### config.mk
export PLATFORM = sky130hd
export DESIGN_NAME = bandai_unlock_host_flat
export DESIGN_NICKNAME = d
export VERILOG_FILES = /design/src/rtl/bandai2003_pkg.sv /design/src/rtl/bandai_unlock_host_if.sv /design/src/rtl/bandai_sideband_rx.sv /design/src/rtl/bandai_unlock_host.sv /design/src/flat_wrapper.sv
export SDC_FILE = /design/constraint.sdc
export NUM_CORES = 1
export LEC_CHECK = 0
export CAP_MARGIN = 15
export CORE_MARGIN = 2
export CORE_UTILIZATION = 40
export DETAILED_ROUTE_END_ITERATION = 8
export GPL_TIMING_DRIVEN = 0
export PLACE_DENSITY = 0.78
export SLEW_MARGIN = 20
export SYNTH_ARGS = -nofsm -noshare
export SYNTH_HDL_FRONTEND = slang
export SYNTH_HIERARCHICAL = 1
export SYNTH_SLANG_ARGS = --single-unit
### constraint.sdc
create_clock -name CLK -period 3.39 [get_ports CLK]
set_clock_uncertainty 0.2 [all_clocks]
set_input_delay 0.339 -clock CLK [delete_from_list [all_inputs] [get_ports CLK]]
set_output_delay 0.339 -clock CLK [all_outputs]
set_load 0.05 [all_outputs]
### src/rtl/bandai2003_pkg.sv
// Shared constants, result codes and FSM encoding for the Bandai 2003 unlock host.
package bandai2003_pkg;

    localparam logic [7:0]  ADDR_ACK     = 8'h5A;
    localparam logic [7:0]  ADDR_NAK     = 8'hA5;
    localparam logic [7:0]  ADDR_IDLE    = 8'hFF;
    localparam logic [15:0] UNLOCK_WORD  = 16'h28A0;
    localparam int          REPLY_BITS   = 18;              // start + 16 payload + stop
    localparam int          PAYLOAD_BITS = REPLY_BITS - 2;

    localparam logic [1:0]  ERR_NONE     = 2'b00;
    localparam logic [1:0]  ERR_TIMEOUT  = 2'b01;
    localparam logic [1:0]  ERR_STOP     = 2'b10;
    localparam logic [1:0]  ERR_PAYLOAD  = 2'b11;

    typedef enum logic [2:0] {
        ST_IDLE  = 3'd0,
        ST_ACK   = 3'd1,
        ST_NAK   = 3'd2,
        ST_HUNT  = 3'd3,
        ST_SHIFT = 3'd4,
        ST_STOP  = 3'd5,
        ST_FIN   = 3'd6
    } state_t;

    // Address-bus value presented while the FSM sits in a given state.
    function automatic logic [7:0] addr_for(state_t s);
        case (s)
            ST_ACK:  addr_for = ADDR_ACK;
            ST_NAK:  addr_for = ADDR_NAK;
            default: addr_for = ADDR_IDLE;
        endcase
    endfunction

    // The bus is driven from the first unlock address until the reply is checked.
    function automatic logic oe_for(state_t s);
        case (s)
            ST_ACK, ST_NAK, ST_HUNT, ST_SHIFT, ST_STOP: oe_for = 1'b1;
            default:                                    oe_for = 1'b0;
        endcase
    endfunction

endpackage

### src/rtl/bandai_unlock_host_if.sv
// Host-side signal bundle: console control, cartridge bus, results and FSM debug state.
// Handshake: START is a one-cycle request honoured only while BUSY=0; every accepted
// START produces exactly one one-cycle DONE, with OK/ERR/WORD valid from that cycle
// and held until the next accepted START.
interface bandai_unlock_host_if;
    import bandai2003_pkg::*;

    logic        START;
    logic        SI;
    logic [7:0]  ADDR;
    logic        ADDR_OE;
    logic        BUSY;
    logic        DONE;
    logic        OK;
    logic [1:0]  ERR;
    logic [15:0] WORD;
    logic        SYS_CTRL1_B7;
    state_t      STATE;

    modport master (
        input  START, SI,
        output ADDR, ADDR_OE, BUSY, DONE, OK, ERR, WORD, SYS_CTRL1_B7, STATE
    );

    modport slave (
        output START, SI,
        input  ADDR, ADDR_OE, BUSY, DONE, OK, ERR, WORD, SYS_CTRL1_B7, STATE
    );

endinterface

### src/rtl/bandai_sideband_rx.sv
// Reply receiver datapath: start-bit hunt with timeout, 16-bit LSB-first shifter, stop check.
module bandai_sideband_rx
    import bandai2003_pkg::*;
#(
    parameter int TIMEOUT_CYC = 64
) (
    input  logic        clk,
    input  logic        rst,
    input  logic        arm,        // clears the counters before a hunt
    input  logic        hunt,       // FSM is waiting for the start bit
    input  logic        shift,      // FSM is collecting payload bits
    input  logic        si,
    output logic        start_seen,
    output logic        timeout,
    output logic        done,       // this cycle samples the last payload bit
    output logic        stop_ok,
    output logic [15:0] word
);

    localparam int             TW     = $clog2(TIMEOUT_CYC);
    localparam logic [TW-1:0]  T_LAST = TW'(TIMEOUT_CYC - 1);
    localparam logic [3:0]     B_LAST = 4'(PAYLOAD_BITS - 1);

    logic [TW-1:0] tcnt;
    logic [3:0]    bcnt;

    assign start_seen = hunt & ~si;
    assign timeout    = hunt & si & (tcnt == T_LAST);
    assign done       = shift & (bcnt == B_LAST);
    assign stop_ok    = ~si;

    // Saturating counters and the right-moving shifter (first bit ends in word[0]).
    always_ff @(posedge clk) begin
        if (rst) begin
            tcnt <= '0;
            bcnt <= '0;
            word <= '0;
        end else begin
            if (arm)
                tcnt <= '0;
            else if (hunt && tcnt != T_LAST)
                tcnt <= tcnt + TW'(1);

            if (arm || start_seen)
                bcnt <= '0;
            else if (shift && bcnt != B_LAST)
                bcnt <= bcnt + 4'd1;

            if (shift)
                word <= {si, word[15:1]};
        end
    end

endmodule

### src/rtl/bandai_unlock_host.sv
// Unlock host top: sequencing FSM, cartridge address driver and result/sticky registers.
module bandai_unlock_host
    import bandai2003_pkg::*;
#(
    parameter int          TIMEOUT_CYC = 64,
    parameter logic [15:0] EXPECT_WORD = UNLOCK_WORD
) (
    input  logic                 CLK,
    input  logic                 RST,
    bandai_unlock_host_if.master bus
);

    state_t      state, state_next;
    logic        clr_res, set_ok, set_err;
    logic [1:0]  err_code;
    logic        start_seen, timeout, rx_done, stop_ok;
    logic [15:0] rx_word;

    bandai_sideband_rx #(.TIMEOUT_CYC(TIMEOUT_CYC)) u_rx (
        .clk        (CLK),
        .rst        (RST),
        .arm        (state == ST_NAK),
        .hunt       (state == ST_HUNT),
        .shift      (state == ST_SHIFT),
        .si         (bus.SI),
        .start_seen (start_seen),
        .timeout    (timeout),
        .done       (rx_done),
        .stop_ok    (stop_ok),
        .word       (rx_word)
    );

    assign bus.WORD  = rx_word;
    assign bus.STATE = state;

    // Next-state and result decisions; START is only looked at from IDLE.
    always_comb begin
        state_next = state;
        clr_res    = 1'b0;
        set_ok     = 1'b0;
        set_err    = 1'b0;
        err_code   = ERR_NONE;
        case (state)
            ST_IDLE: if (bus.START) begin
                state_next = ST_ACK;
                clr_res    = 1'b1;
            end
            ST_ACK:  state_next = ST_NAK;
            ST_NAK:  state_next = ST_HUNT;
            ST_HUNT: begin
                if (start_seen) begin
                    state_next = ST_SHIFT;
                end else if (timeout) begin
                    state_next = ST_FIN;
                    set_err    = 1'b1;
                    err_code   = ERR_TIMEOUT;
                end
            end
            ST_SHIFT: if (rx_done) state_next = ST_STOP;
            ST_STOP: begin
                state_next = ST_FIN;
                if (!stop_ok) begin
                    set_err  = 1'b1;
                    err_code = ERR_STOP;
                end else if (rx_word != EXPECT_WORD) begin
                    set_err  = 1'b1;
                    err_code = ERR_PAYLOAD;
                end else begin
                    set_ok = 1'b1;
                end
            end
            ST_FIN:  state_next = ST_IDLE;
            default: state_next = ST_IDLE;
        endcase
    end

    // State and registered outputs; bus outputs are decoded from the next state.
    always_ff @(posedge CLK) begin
        if (RST) begin
            state            <= ST_IDLE;
            bus.ADDR         <= ADDR_IDLE;
            bus.ADDR_OE      <= 1'b0;
            bus.BUSY         <= 1'b0;
            bus.DONE         <= 1'b0;
            bus.OK           <= 1'b0;
            bus.ERR          <= ERR_NONE;
            bus.SYS_CTRL1_B7 <= 1'b0;
        end else begin
            state       <= state_next;
            bus.ADDR    <= addr_for(state_next);
            bus.ADDR_OE <= oe_for(state_next);
            bus.BUSY    <= (state_next != ST_IDLE);
            bus.DONE    <= (state_next == ST_FIN);
            if (clr_res) begin
                bus.OK  <= 1'b0;
                bus.ERR <= ERR_NONE;
            end
            if (set_ok) begin
                bus.OK           <= 1'b1;
                bus.SYS_CTRL1_B7 <= 1'b1;
            end
            if (set_err)
                bus.ERR <= err_code;
        end
    end

endmodule
### src/flat_wrapper.sv
// flat-port wrapper written by rule: the top's interface ports become plain ports
module bandai_unlock_host_flat import bandai2003_pkg::*;
#(
    parameter int          TIMEOUT_CYC = 64,
    parameter logic [15:0] EXPECT_WORD = UNLOCK_WORD
)
  (CLK, RST, bus_START, bus_SI, bus_ADDR, bus_ADDR_OE, bus_BUSY, bus_DONE, bus_OK, bus_ERR, bus_WORD, bus_SYS_CTRL1_B7, bus_STATE);
  bandai_unlock_host_if bus_i ();
  input  logic CLK;
  input  logic RST;
  input wire logic [$bits(bus_i.START)-1:0] bus_START;
  input wire logic [$bits(bus_i.SI)-1:0] bus_SI;
  output wire logic [$bits(bus_i.ADDR)-1:0] bus_ADDR;
  output wire logic [$bits(bus_i.ADDR_OE)-1:0] bus_ADDR_OE;
  output wire logic [$bits(bus_i.BUSY)-1:0] bus_BUSY;
  output wire logic [$bits(bus_i.DONE)-1:0] bus_DONE;
  output wire logic [$bits(bus_i.OK)-1:0] bus_OK;
  output wire logic [$bits(bus_i.ERR)-1:0] bus_ERR;
  output wire logic [$bits(bus_i.WORD)-1:0] bus_WORD;
  output wire logic [$bits(bus_i.SYS_CTRL1_B7)-1:0] bus_SYS_CTRL1_B7;
  output wire logic [$bits(bus_i.STATE)-1:0] bus_STATE;
  assign bus_i.START = bus_START;
  assign bus_i.SI = bus_SI;
  assign bus_ADDR = bus_i.ADDR;
  assign bus_ADDR_OE = bus_i.ADDR_OE;
  assign bus_BUSY = bus_i.BUSY;
  assign bus_DONE = bus_i.DONE;
  assign bus_OK = bus_i.OK;
  assign bus_ERR = bus_i.ERR;
  assign bus_WORD = bus_i.WORD;
  assign bus_SYS_CTRL1_B7 = bus_i.SYS_CTRL1_B7;
  assign bus_STATE = bus_i.STATE;
  bandai_unlock_host #(.TIMEOUT_CYC(TIMEOUT_CYC), .EXPECT_WORD(EXPECT_WORD)) u_core (.CLK(CLK), .RST(RST), .bus(bus_i));
endmodule
* Yosys cells after proc, flatten, opt, wreduce, memory -nomap -nowiden *
Index checks and enable logic that the tools add are counted.

operators by class
  add/subtract/negate cells = 2
  eq/ne operators = 16
  multiplexer cells = 26
  bitwise operators = 5
  reduce and logical (&&, ||, !) cells = 10

operator list
  operator                                              count
  case mux 3 bit (6 select lines)                       1
  != test 16 x 14 -> 1 bit (second input constant)      1
  case mux 8 bit (2 select lines)                       1
  equality test 3 bit (second input constant)           5
  two-way mux 1 bit                                     13
  equality test 3 x 2 -> 1 bit (second input constant)  4
  two-way mux 3 bit                                     4
  two-way mux 2 bit                                     5
  adder 6 x 1 -> 6 bit (second input constant)          1
  equality test 3 x 1 -> 1 bit (second input constant)  2
  equality test 6 bit (second input constant)           1
  != test 6 bit (second input constant)                 1
  OR reduction 5 bit                                    1
  adder 4 x 1 -> 4 bit (second input constant)          1
  AND 1 bit                                             4
  equality test 4 bit (second input constant)           1
  != test 4 bit (second input constant)                 1
  case mux 2 bit (2 select lines)                       1
  nonzero test 2 bit                                    2
  OR reduction 2 bit                                    2
  logical NOT 3 bit                                     1
  nonzero test 3 bit                                    1
  logical AND 1 bit                                     2
  case mux 1 bit (2 select lines)                       1
  2 further kinds                                       2

word-level totals
  register bits after elaboration = 44
  bits of input ports = 4
  output and inout bits = 34
  word-level logic and storage cells = 70

* Longest topological paths before layout *
Gate-level depths: netlist of the first run.

  depth in word-level cells = 9
  depth in mapped cells = 8
  depth with buffers taken out = 7

* Modules after synthesis *
The synthesis of the first run kept the hierarchy.

modules (own cells, without submodules)
  module              instances  cells each  area an instance (µm²)  sequential area each (µm²)
  bandai_sideband_rx  1          111         1068.5                  520.5
  bandai_unlock_host  1          72          619.3                   240.2

* Least setup slack after synthesis of the first run *
Ideal clock, no wire load.

  path type = flip-flop to flip-flop
  from = register u_core.state[1] (netlist: u_core/bus.STATE[1])
  to = register u_core.bus.ERR[1]
  library setup time = 131 ps
  data arrival time = 2067 ps
  data required time = 3059 ps
  slack = 993 ps
  stages on the path, launching flop included = 9
  path buffers = 1
  period minus slack after synthesis = 2397 ps
  cells stage by stage = dfxtp_1 buf_2 and3b_1 and3_1 nor3b_1 nor2b_1 nand2_1 nand3_1 a21oi_1

between the ends
  word-level cells in the longest chain between the ends = 7
  elaborated cells between the ends (all ways) = 13

ends and longest elaborated chain
  item                                                     line                         source
  start: declaration                                       bandai_unlock_host.sv:13     state_t state, state_next;
  start signal: assignment                                 bandai_unlock_host.sv:89     state <= state_next;
  equality test 3 x 2 -> 1 bit *                           bandai_unlock_host.sv:23     .hunt (state == ST_HUNT),
  AND 1 bit * (2 in series)                                bandai_sideband_rx.sv:28     assign timeout = hunt & si & (tcnt == T_LAST);
  via u_core.timeout                                       bandai_unlock_host.sv:16     logic start_seen, timeout, rx_done, stop_ok;
  two-way mux 1 bit *                                      bandai_unlock_host.sv:53     end else if (timeout) begin
  two-way mux 1 bit *                                      bandai_unlock_host.sv:51     if (start_seen) begin
  case mux 1 bit (2 select lines) *                        bandai_unlock_host.sv:43     case (state)
  two-way mux 2 bit or nonzero test 2 bit (tied branches)  --
  end signal: assignment                                   bandai_unlock_host.sv:103    bus.ERR <= err_code;
  end: declaration                                         bandai_unlock_host_if.sv:22  output ADDR, ADDR_OE, BUSY, DONE, OK, ERR, WORD, SYS_CTRL1_B7, STATE

Mark *: on every way through the listed nets, which the timed path passes. The rest lies on a longest branch.
A chain may end at the register's enable or synchronous reset.

* Worst setup path after layout of the first run *
Ends and elaborated chain as after synthesis.

==> impl_results.md, run 1 <==
* Most frequent cells after synthesis: dfxtp_1, nor2_1, mux2i_1
* CTS Sinks at 38
* Tmin final at 2.42 ns
* Power Density at 400 nW/µm²
* Layout area overhead at 30.5%
* Routed Antenna Nets at 0
* Startpoint types: flip-flop
* Flop pwr share at 51.8%
* Largest net degree at the start of global routing at 12
* Crit. Startpoint: u_core/bus.STATE[1]
* # hold bufs at CTS at 0
* Worst-margin pin slew at 0.509 ns
* CP endpoint kind: flip-flop
* Worst Path Required at 3.36 ns
* Psw at 227 µW
* Internal power component at 653 µW
* Count leader, synth: dfxtp_1
* EDFF count, synth at 0
* Mapped Area at 1690 µm²
* Vias in the first global route at 1235
* Via count at 1432
* Post-Route WL at 3.44 mm
* Reg2Reg Capture Point: u_core/bus.ERR[1]
* Top cells by area, synth: dfxtp_1, mux2i_1, nor2_1, a21oi_1, buf_4
* Nets@finish at 232
* Initial Utilization at 41.9%
* YS warnings at 6
* Comb pwr share at 11.9%
* Initial DRC Count at 36
* Share of layout cells above drive strength 1 at 11.0%
* LEAKAGE at 0.795 nW
* Synth cell types at 41
* Post-synth top flop: dfxtp_1
* Mapped Cells at 183
* Sequential share of the synthesized area at 45.1%
* Mapped Nets at 189
* RSZ-0062 raised after global routing: false
* CP Class: flip-flop to flip-flop
* Final Cell Area at 2200 µm²
* Setup crit end: u_core/bus.ERR[1]
* Drt first pass iters at 4
* Synth Register Bits at 38
* RR Startpoint: u_core/bus.STATE[1]
* CTS resizes at 0
* Relative slew slack at 65.9%
* Skew-Pair Late Insertion Delay at 0.29 ns
* N_diodes at 0
* Gp weighted congestion at 0.773
* Area after DPL at 2110 µm²
* Share of the synthesized area in the top cell type at 45.1%
* Synth area leader: dfxtp_1
* Status: complete, no violations
* Final hold violations at 0
* Synthesized area per cell at 9.22 µm²
* Die Y at 69.0 µm
* CP max FO at 10
* Final worst path period share at 71.3%
* Clock Power Share at 36.3%
* CTS Buf Count at 5
* Initial antenna violation count at 0
* Max frequency at 414 MHz
* Max-slew violation count at 0
* Worst hold path type: input pin to flip-flop
* First-pass GRT wire length at 5.57 mm
* Fillers at 375
* Sw Ratio at 25.8%
* Grt total ovfl at 0
* Met2 Use GR at 24.3%
* CP Data Arrival Time at 2.38 ns
* Count of final setup violators at 0
* Max IR drop VDD at 0.000218 V
* DR DRC count at 0
* H-tree depth at 2
* Met1 Track Usage GR at 20.3%
* Die width at 69.0 µm
* Root Buffer: clkbuf_8
* # rows at 23
* Ports at 38
* CTS tree: built
* All-Layer GR Usage at 15.8%
* Die area at 4760 µm²
* Worst-path clk slew at 0.07 ns
* Gr busiest metal: met2
* Max cap viols at 0
* DR vias/cell at 5.17
* Core ar. at 4030 µm²
* Worst hold stages at 2
* Asr flop ratio synth at 0%
* GRT met3 Usage at 5.19%
* Drt wl/cell at 12.4 µm
* Post-CTS setup buffers at 0
* Clock Tree Buf Depth at 2
* Sum Neg Setup Slack at 0 ns
* Reg2reg setup slack at 0.97 ns
* Worst R2R Path Depth at 8
* Number of port buffers at 36
* Final HPWL DP at 2.45 mm
[routing by layer]
| metal | up-vias | share of wire (%) | wire length [µm] |
|---|---|---|---|
| li1 | 726 | - | - |
| met1 | 666 | 48 | 1640 |
| met5 | - | 0 | 0 |
| met3 | 7 | 5.8 | 201 |
| met4 | 0 | 1.5 | 53 |
| met2 | 33 | 45 | 1550 |
[registers in the layout (all words and copies together) (netlist names)]
name	flops
u_core/u_rx/word	16
u_core/u_rx/tcnt	6
u_core/u_rx/bcnt	4
u_core/bus.STATE	3
u_core/bus.ADDR	2
u_core/bus.ERR	2
u_core/bus.ADDR_OE	1
u_core/bus.BUSY	1
u_core/bus.DONE	1
u_core/bus.OK	1
u_core/bus.SYS_CTRL1_B7	1
[cell usage in the layout, fill, tap and decap left out, types with 3 or more instances in the layout]
cell,n
or3_1,4
clkbuf_1,4
nor3_1,4
buf_4,6
o21ai_0,5
nor4b_2,3
a211oi_1,3
clkdlybuf4s50_1,36
clkbuf_8,6
a21oi_1,13
and3_1,3
nand2b_1,4
buf_2,5
mux2i_1,19
nand2_1,9
inv_1,4
nand3b_1,5
dfxtp_1,38
nor2_1,23
nand3_1,4
[worst max-delay path, stage by stage (launching register included)]
cell and delay, ns:
dfxtp_1 0.35, buf_2 0.22, and3b_1 0.33, and3_1 0.26
nor3b_1 0.32, nor2b_1 0.31, nand2_1 0.13, nand3_1 0.10
a21oi_1 0.06
[power by group through the flow]
| stage | clock [mW] | combinational [mW] | sequential, mW |
|---|---|---|---|
| final | 0.319 | 0.105 | 0.456 |
| after global routing | 0.345 | 0.113 | 0.457 |
| after CTS | 0.326 | 0.105 | 0.456 |
| after detailed placement | 0 | 0.104 | 0.467 |
| after global placement | 0 | 0.103 | 0.466 |
| after floorplan | 0 | 0.0547 | 0.486 |
[through the flow]
stage	power (mW)	utilization [%]	std cells	hold slack (ns)	worst slack (ns)
4_1_cts	0.887	54.7	277	0.138	1.01
3_5_place_dp	0.571	52.4	269	0.244	1.04
5_1_grt	0.914	54.7	277	0.161	0.798
6_report	0.880	54.7	277	0.148	0.974
2_1_floorplan	0.541	-	183	0.256	0.993
3_3_place_gp	0.570	52.4	269	0.238	1.06
[final cells by class]
type,instances,area (µm²),share of cell area [%]
sequential,38,761,34.5
timing repair buffer,36,360,16.4
tap,50,62.6,2.84
clock inverter,1,5.00,0.227
clock buffer,7,86.3,3.92
buffer,14,81.3,3.69
inverter,8,30.0,1.36
multi-input combinational,123,816,37.0
[worst min path at each step]
stage	start	to	slack [ns]
after detailed placement	u_core/bus.SYS_CTRL1_B7	u_core/bus.SYS_CTRL1_B7	0.24
after CTS	RST	u_core/u_rx/word[10]	0.14
after floorplan	u_core/u_rx/tcnt[1]	u_core/u_rx/tcnt[1]	0.26
final	RST	u_core/u_rx/word[10]	0.15
after global placement	u_core/bus.SYS_CTRL1_B7	u_core/bus.SYS_CTRL1_B7	0.24
after global routing	RST	u_core/u_rx/word[12]	0.16
[kinds of logic (layout without fill, tap and decap cells)]
group | count (synthesis) | count (layout) | synth area share, %
AOI/OAI and AO/OA | 31 | 31 | 11.0
and+or+nand+nor | 71 | 71 | 24.5
buffers and inverters | 22 | 66 | 6.60
adders and majority gates | 2 | 2 | 1.48
DFF | 38 | 38 | 45.1
muxes | 19 | 19 | 11.3
Power figures use the tool's default switching activity.
==> run 2, diff against run 1 <==
--- a/config.mk
+++ b/config.mk
@@ -10,7 +10,7 @@
 export CORE_UTILIZATION = 40
 export DETAILED_ROUTE_END_ITERATION = 8
 export GPL_TIMING_DRIVEN = 0
-export PLACE_DENSITY = 0.78
+export PLACE_DENSITY = 0.8
 export SLEW_MARGIN = 20
 export SYNTH_ARGS = -nofsm -noshare
 export SYNTH_HDL_FRONTEND = slang
==> constraint.sdc (replaced) <==
create_clock -name CLK -period 2 [get_ports CLK]
set_clock_uncertainty 0.2 [all_clocks]
set_input_delay 0.2 -clock CLK [delete_from_list [all_inputs] [get_ports CLK]]
set_output_delay 0.2 -clock CLK [all_outputs]
set_load 0.05 [all_outputs]
==> run 2 against run 1 <==
  * Sequential share of layout area down 0.59 points
  * Critical endpoint is now bus_STATE[0]
  * Sequential power is 72% higher
  * Die area unchanged
  * Final area grew 2.9%
  * Via count is 0.21% lower
  * Largest cell class unchanged
==> impl_results.md, run 2 (synthesized netlist as in run 1, its figures left out) <==
* Status: complete, no violations
* All-Layer GR Usage at 16.4% (+0.57 points)
* Clock Tree Buf Depth at 2 (unchanged)
* Gp weighted congestion at 0.810 (+4.8%)
* Fin cells at 278 (+0.36%)
* Worst Path Required at 1.60 ns (-1.76 ns)
* Grt total ovfl at 0 (unchanged)
* Slowest-stage cell, CP: clkdlybuf4s50_1
* Initial DRC Count at 37 (+2.8%)
* DR vias/cell at 5.14 (-0.57%)
* Die width at 69.0 µm (unchanged)
* RSZ-0062 raised after global routing: false
* N_diodes at 0 (unchanged)
* CTS Buf Count at 5 (unchanged)
* Worst-path clk slew at 0.07 ns (about the same)
* Number of port buffers at 36 (unchanged)
* Max IR drop VDD at 0.000441 V (+100%)
* Post-Route WL at 3.55 mm (+3.3%)
* Count of final setup violators at 0 (unchanged)
* H-tree depth at 2 (unchanged)
* CP peak stage delay at 0.83 ns (+0.48 ns)
* Layout area overhead at 34.2%
* Core ar. at 4030 µm² (unchanged)
* Flop pwr share at 52.6% (+0.8 points)
* Max reg flops at 16 (unchanged)
* Fillers at 379 (+1.1%)
* Internal power component at 1.11 mW (+69%)
* Footprint of the multi-input gates at 842 µm² (+3.2%)
* Biggest registers after layout: u_core/u_rx/word x16, u_core/u_rx/tcnt x6, u_core/u_rx/bcnt x4
* Buffers plus inverters on the worst setup path at 1 (unchanged)
* Root Buffer: clkbuf_8
* Drt first pass iters at 4 (unchanged)
* # rows at 23 (unchanged)
* Sw Ratio at 25.7% (-0.055 points)
* Relative slew slack at 66.1% (+0.20 points)
* Tmin final at 1.93 ns
* Worst-margin pin slew at 0.507 ns (-0.00219 ns)
* Max cap viols at 0 (unchanged)
* Placed Instances at 269 (unchanged)
* Crit path cell chain: clkdlybuf4s50_1
* DR DRC count at 0 (unchanged)
* CTS tree: built
* Psw at 383 µW (+69%)
* CP delay by family, top: buffers and inverters
* CTS Sinks at 38 (unchanged)
* Largest net degree at the start of global routing at 12 (unchanged)
* Skew-Pair Late Insertion Delay at 0.29 ns (about the same)
* Ports at 38 (unchanged)
* Max-slew violation count at 0 (unchanged)
* Drt wl/cell at 12.8 µm (+2.9%)
* CP max FO at 11 (+1)
* Hold Slack at 0.0210 ns (-0.127 ns)
* LEAKAGE at 0.827 nW (+4.1%)
* CP Data Arrival Time at 1.53 ns (-0.85 ns)
* First-pass GRT wire length at 5.90 mm (+5.9%)
* Startpoint types: flip-flop
* Max frequency at 519 MHz
* Comb pwr share at 11.3% (-0.6 points)
* Initial Utilization at 41.9% (unchanged)
* Most common cell after layout, fill and taps aside: dfxtp_1
* Via count at 1429 (-0.21%)
* CP endpoint kind: output pin
* Final HPWL DP at 2.45 mm (-0.11%)
* Final hold violations at 0 (unchanged)
* Final worst path period share at 96.3%
* Nets@finish at 233 (+0.43%)
* Clock Power Share at 36.2% (about the same)
* Reg2reg setup slack at 0.13 ns (-0.84 ns)
* Initial antenna violation count at 0 (unchanged)
* Most frequent cells in the layout: dfxtp_1, clkdlybuf4s50_1, nor2_1
* Die area at 4760 µm² (unchanged)
* Routed Antenna Nets at 0 (unchanged)
* Vias in the first global route at 1328 (+7.5%)
* Storage cell area at 769 µm² (+1.2%)
* Die Y at 69.0 µm (unchanged)
* Share of layout cells above drive strength 1 at 15.4% (+4.3 points)
* Most flop-heavy register: u_core/u_rx/word
* Power Density at 657 nW/µm² (+64%)
* Worst hold path type: input pin to flip-flop
* CP Class: flip-flop to output pin
## run 2: cell count changes in the layout (fill, tap and decap cells not counted), moves of 2 or more
cell | previous run | this run
buf_2 | 5 | 3
buf_4 | 6 | 9
clkdlybuf4s50_1 | 36 | 30
dfxtp_1 | 38 | 35
dfxtp_4 | 0 | 2
dlymetal6s2s_1 | 0 | 6
## run 2: layout make-up
| class | count | share of cell area, % |
|---|---|---|
| timing repair buffer | 39 | 17.6 |
| tap | 50 | 2.76 |
| inverter | 8 | 1.33 |
| buffer | 12 | 3.20 |
| clock buffer | 7 | 3.81 |
| multi-input combinational | 123 | 37.2 |
| clock inverter | 1 | 0.221 |
| sequential | 38 | 34.0 |
## run 2: final timing paths
path / endpoint / depth (start not counted) / start
max: bus_STATE[0] / 1 / u_core/bus.STATE[0]
min: u_core/u_rx/word[14] / 2 / RST
max reg2reg: u_core/bus.ERR[1] / 7 / u_core/u_rx/tcnt[0]
min reg2reg: u_core/bus.SYS_CTRL1_B7 / 2 / u_core/bus.SYS_CTRL1_B7
## run 2: through the flow
stage	total power [mW]	TNS, ns	instance area, µm²	setup slack [ns]	utilization (%)
5_1_grt	1.55	0	2270	0.0150	56.2
4_1_cts	1.50	0	2240	0.0144	55.7
3_5_place_dp	0.971	-0.475	2130	-0.184	52.9
6_report	1.49	0	2270	0.0733	56.2
2_1_floorplan	0.920	-0.0158	1710	-0.0158	-
3_3_place_gp	0.969	-0.320	2130	-0.154	52.9
## run 2: power by group through the flow
stage / clock [mW] / sequential, mW / combinational [mW]
detailed placement: 0 / 0.791 / 0.180
global route: 0.583 / 0.786 / 0.180
global placement: 0 / 0.791 / 0.178
floorplan: 0 / 0.825 / 0.0949
finish: 0.539 / 0.783 / 0.168
CTS: 0.545 / 0.774 / 0.182
## run 2: routing by layer
metal,share of wire [%],track usage [%]
met1,48,21.3
met2,45,26.1
met3,5.5,5.19
met4,1.1,4.90
met5,0,0
## run 2: timing repair
item | CTS | global route
setup endpoints to repair | 4 | 26
hold buffers | 0 | 0
setup buffers | 1 | 2
gates resized for setup | 4 | 10
==> run 3, diff against run 2 <==
--- a/config.mk
+++ b/config.mk
@@ -10,7 +10,7 @@
 export CORE_UTILIZATION = 40
 export DETAILED_ROUTE_END_ITERATION = 8
 export GPL_TIMING_DRIVEN = 0
-export PLACE_DENSITY = 0.8
+export PLACE_DENSITY = 0.78
 export SLEW_MARGIN = 20
 export SYNTH_ARGS = -nofsm -noshare
 export SYNTH_HDL_FRONTEND = slang
==> constraint.sdc (replaced) <==
create_clock -name CLK -period 2.3 [get_ports CLK]
set_clock_uncertainty 0.2 [all_clocks]
set_input_delay 0.23 -clock CLK [delete_from_list [all_inputs] [get_ports CLK]]
set_output_delay 0.23 -clock CLK [all_outputs]
set_load 0.05 [all_outputs]
==> run 3 against run 2 <==
  * Clock power fell by 22%
  * Routed wire length fell by 6.6%
  * Combinational power fell by 8%
  * Register-to-register slack improved by 0.03 ns
  * Global-route usage fell by 0.71 points
  * First-iteration DRC count did not move
  * Critical path depth rose by 7
  * Worst setup slack improved by 0.088 ns
  * Flip-flop and latch count did not move
  * Die area did not move
  * Final cell count fell by 0.72%
  * Count of clock-buffer cells in the layout did not move
  * Critical path type is now flip-flop to flip-flop
==> impl_results.md, run 3 (synthesized netlist as in run 1, its figures left out) <==
* CP endpoint kind: flip-flop
* Skew-Pair Late Insertion Delay at 0.29 ns (about the same)
* Worst Path Required at 2.26 ns (+0.66 ns)
* Grt total ovfl at 0 (unchanged)
* Worst-path clk slew at 0.07 ns (about the same)
* Clock Tree Buf Depth at 2 (unchanged)
* Reg2reg setup slack at 0.16 ns (+0.03 ns)
* Status: complete, no violations
* Ports at 38 (unchanged)
* Final hold violations at 0 (unchanged)
* Number of port buffers at 36 (unchanged)
* Relative slew slack at 66.3% (+0.18 points)
* Sum Neg Setup Slack at 0 ns (unchanged)
* Drt wl/cell at 12.0 µm (-5.9%)
* Tmin final at 2.14 ns
* Max IR drop VDD at 0.000378 V (-14%)
* Gp weighted congestion at 0.802 (-1.1%)
* Die width at 69.0 µm (unchanged)
* Initial DRC Count at 37 (unchanged)
* Nets@finish at 232 (-0.43%)
* Most flop-heavy register: u_core/u_rx/word
* Final Cell Area at 2200 µm² (-3.0%)
* Vias in the first global route at 1238 (-6.8%)
* CTS Sinks at 38 (unchanged)
* Setup WS post-layout at 0.161 ns (+0.0876 ns)
* Initial Utilization at 41.9% (unchanged)
* Via count at 1405 (-1.7%)
* Pre-CTS setup slack at 0.0191 ns (+0.203 ns)
* N_diodes at 0 (unchanged)
* Max cap viols at 0 (unchanged)
* Tot Pwr at 1.25 mW (-16%)
* Worst-margin pin slew at 0.504 ns (-0.00342 ns)
* Die area at 4760 µm² (unchanged)
* RSZ-0062 raised after global routing: false
* Die Y at 69.0 µm (unchanged)
* Core ar. at 4030 µm² (unchanged)
* Worst hold start: RST
* Biggest registers after layout: u_core/u_rx/word x16, u_core/u_rx/tcnt x6, u_core/u_rx/bcnt x4
* Initial antenna violation count at 0 (unchanged)
* All-Layer GR Usage at 15.7% (-0.71 points)
* LEAKAGE at 0.785 nW (-5.1%)
* Root Buffer: clkbuf_8
* Max-slew violation count at 0 (unchanged)
* Startpoint types: flip-flop
* Power Density at 569 nW/µm² (-13%)
* End-of-flow core utilization at 54.6% (-1.7 points)
* H-tree depth at 2 (unchanged)
* Layout area overhead at 30.2%
* CP Class: flip-flop to flip-flop
* CP Data Arrival Time at 2.10 ns (+0.57 ns)
* # rows at 23 (unchanged)
* Most frequent cells in the layout: clkdlybuf4s50_1, dfxtp_1, nor2_1
* Crit. Startpoint: u_core/bus.STATE[1]
* CP max FO at 10 (-1)
* Share of layout cells above drive strength 1 at 12.4% (-3.0 points)
* Area after DPL at 2110 µm² (-0.76%)
* Fillers at 370 (-2.4%)
* Post-Route WL at 3.32 mm (-6.6%)
* Count of final setup violators at 0 (unchanged)
* Routed Antenna Nets at 0 (unchanged)
* Drt first pass iters at 4 (unchanged)
* CTS tree: built
* Final HPWL DP at 2.38 mm (-2.9%)
* CTS Buf Count at 5 (unchanged)
* Max reg flops at 16 (unchanged)
* Largest net degree at the start of global routing at 11 (-1)
* DR DRC count at 0 (unchanged)
* DR vias/cell at 5.09 (-0.97%)
* RR Startpoint: u_core/bus.STATE[1]
* First-pass GRT wire length at 5.46 mm (-7.4%)
* Max frequency at 467 MHz
* Final worst path period share at 93.0%
* Worst hold path type: input pin to flip-flop
run 3: final timing paths:
path / endpoint / cells after the start
worst min register to register: u_core/bus.SYS_CTRL1_B7 / 2
worst max register to register: u_core/bus.ERR[1] / 8
worst max-delay path: u_core/bus.ERR[1] / 8
worst min-delay path: u_core/u_rx/word[14] / 2
run 3: cell type report:
type | count | area, µm² | share of cell area (%)
clock buffers | 7 | 76.3 | 3.47
flip-flops and latches | 38 | 763 | 34.7
repair buffers | 36 | 360 | 16.4
multi-input cells | 123 | 825 | 37.5
well taps | 50 | 62.6 | 2.85
plain buffers | 14 | 81.3 | 3.70
inverters | 8 | 30.0 | 1.37
run 3: timing repair:
action,4_1_cts,5_1_grt
endpoints found under the setup margin,0,5
resized for setup,0,3
hold buffers,0,0
setup buffers,0,0
run 3: power by group:
| part | internal [mW] | total [mW] | leakage (nW) | switching [mW] |
|---|---|---|---|---|
| Combinational | 0.0542 | 0.154 | 0.438 | 0.100 |
| Sequential | 0.668 | 0.673 | 0.308 | 0.00513 |
| Clock | 0.208 | 0.423 | 0.0383 | 0.215 |
| Total | 0.930 | 1.25 | 0.785 | 0.320 |
run 3: metrics by stage:
| stage | hold WS, ns | std cells |
|---|---|---|
| after floorplan | 0.177 | 183 |
| after global placement | 0.237 | 269 |
| after detailed placement | 0.238 | 269 |
| after CTS | 0.0359 | 276 |
| after global routing | 0.0442 | 276 |
| final | 0.0415 | 276 |
run 3: critical path, stage by stage, from the launching register on:
cell and delay [ns]:
dfxtp_2 0.33, buf_2 0.20, and3b_2 0.29, and3_1 0.23, nor3b_2 0.25, nor2b_2 0.24, nand2_1 0.11, nand3_1 0.09
a21oi_1 0.06
run 3: per-layer routing:
metal,global-route usage (%),up-vias,routed length (µm)
met4,7.11,0,60
met3,6.01,6,190
met1,19.8,646,1630
li1,-,724,-
met2,23.7,29,1440
met5,0,-,0
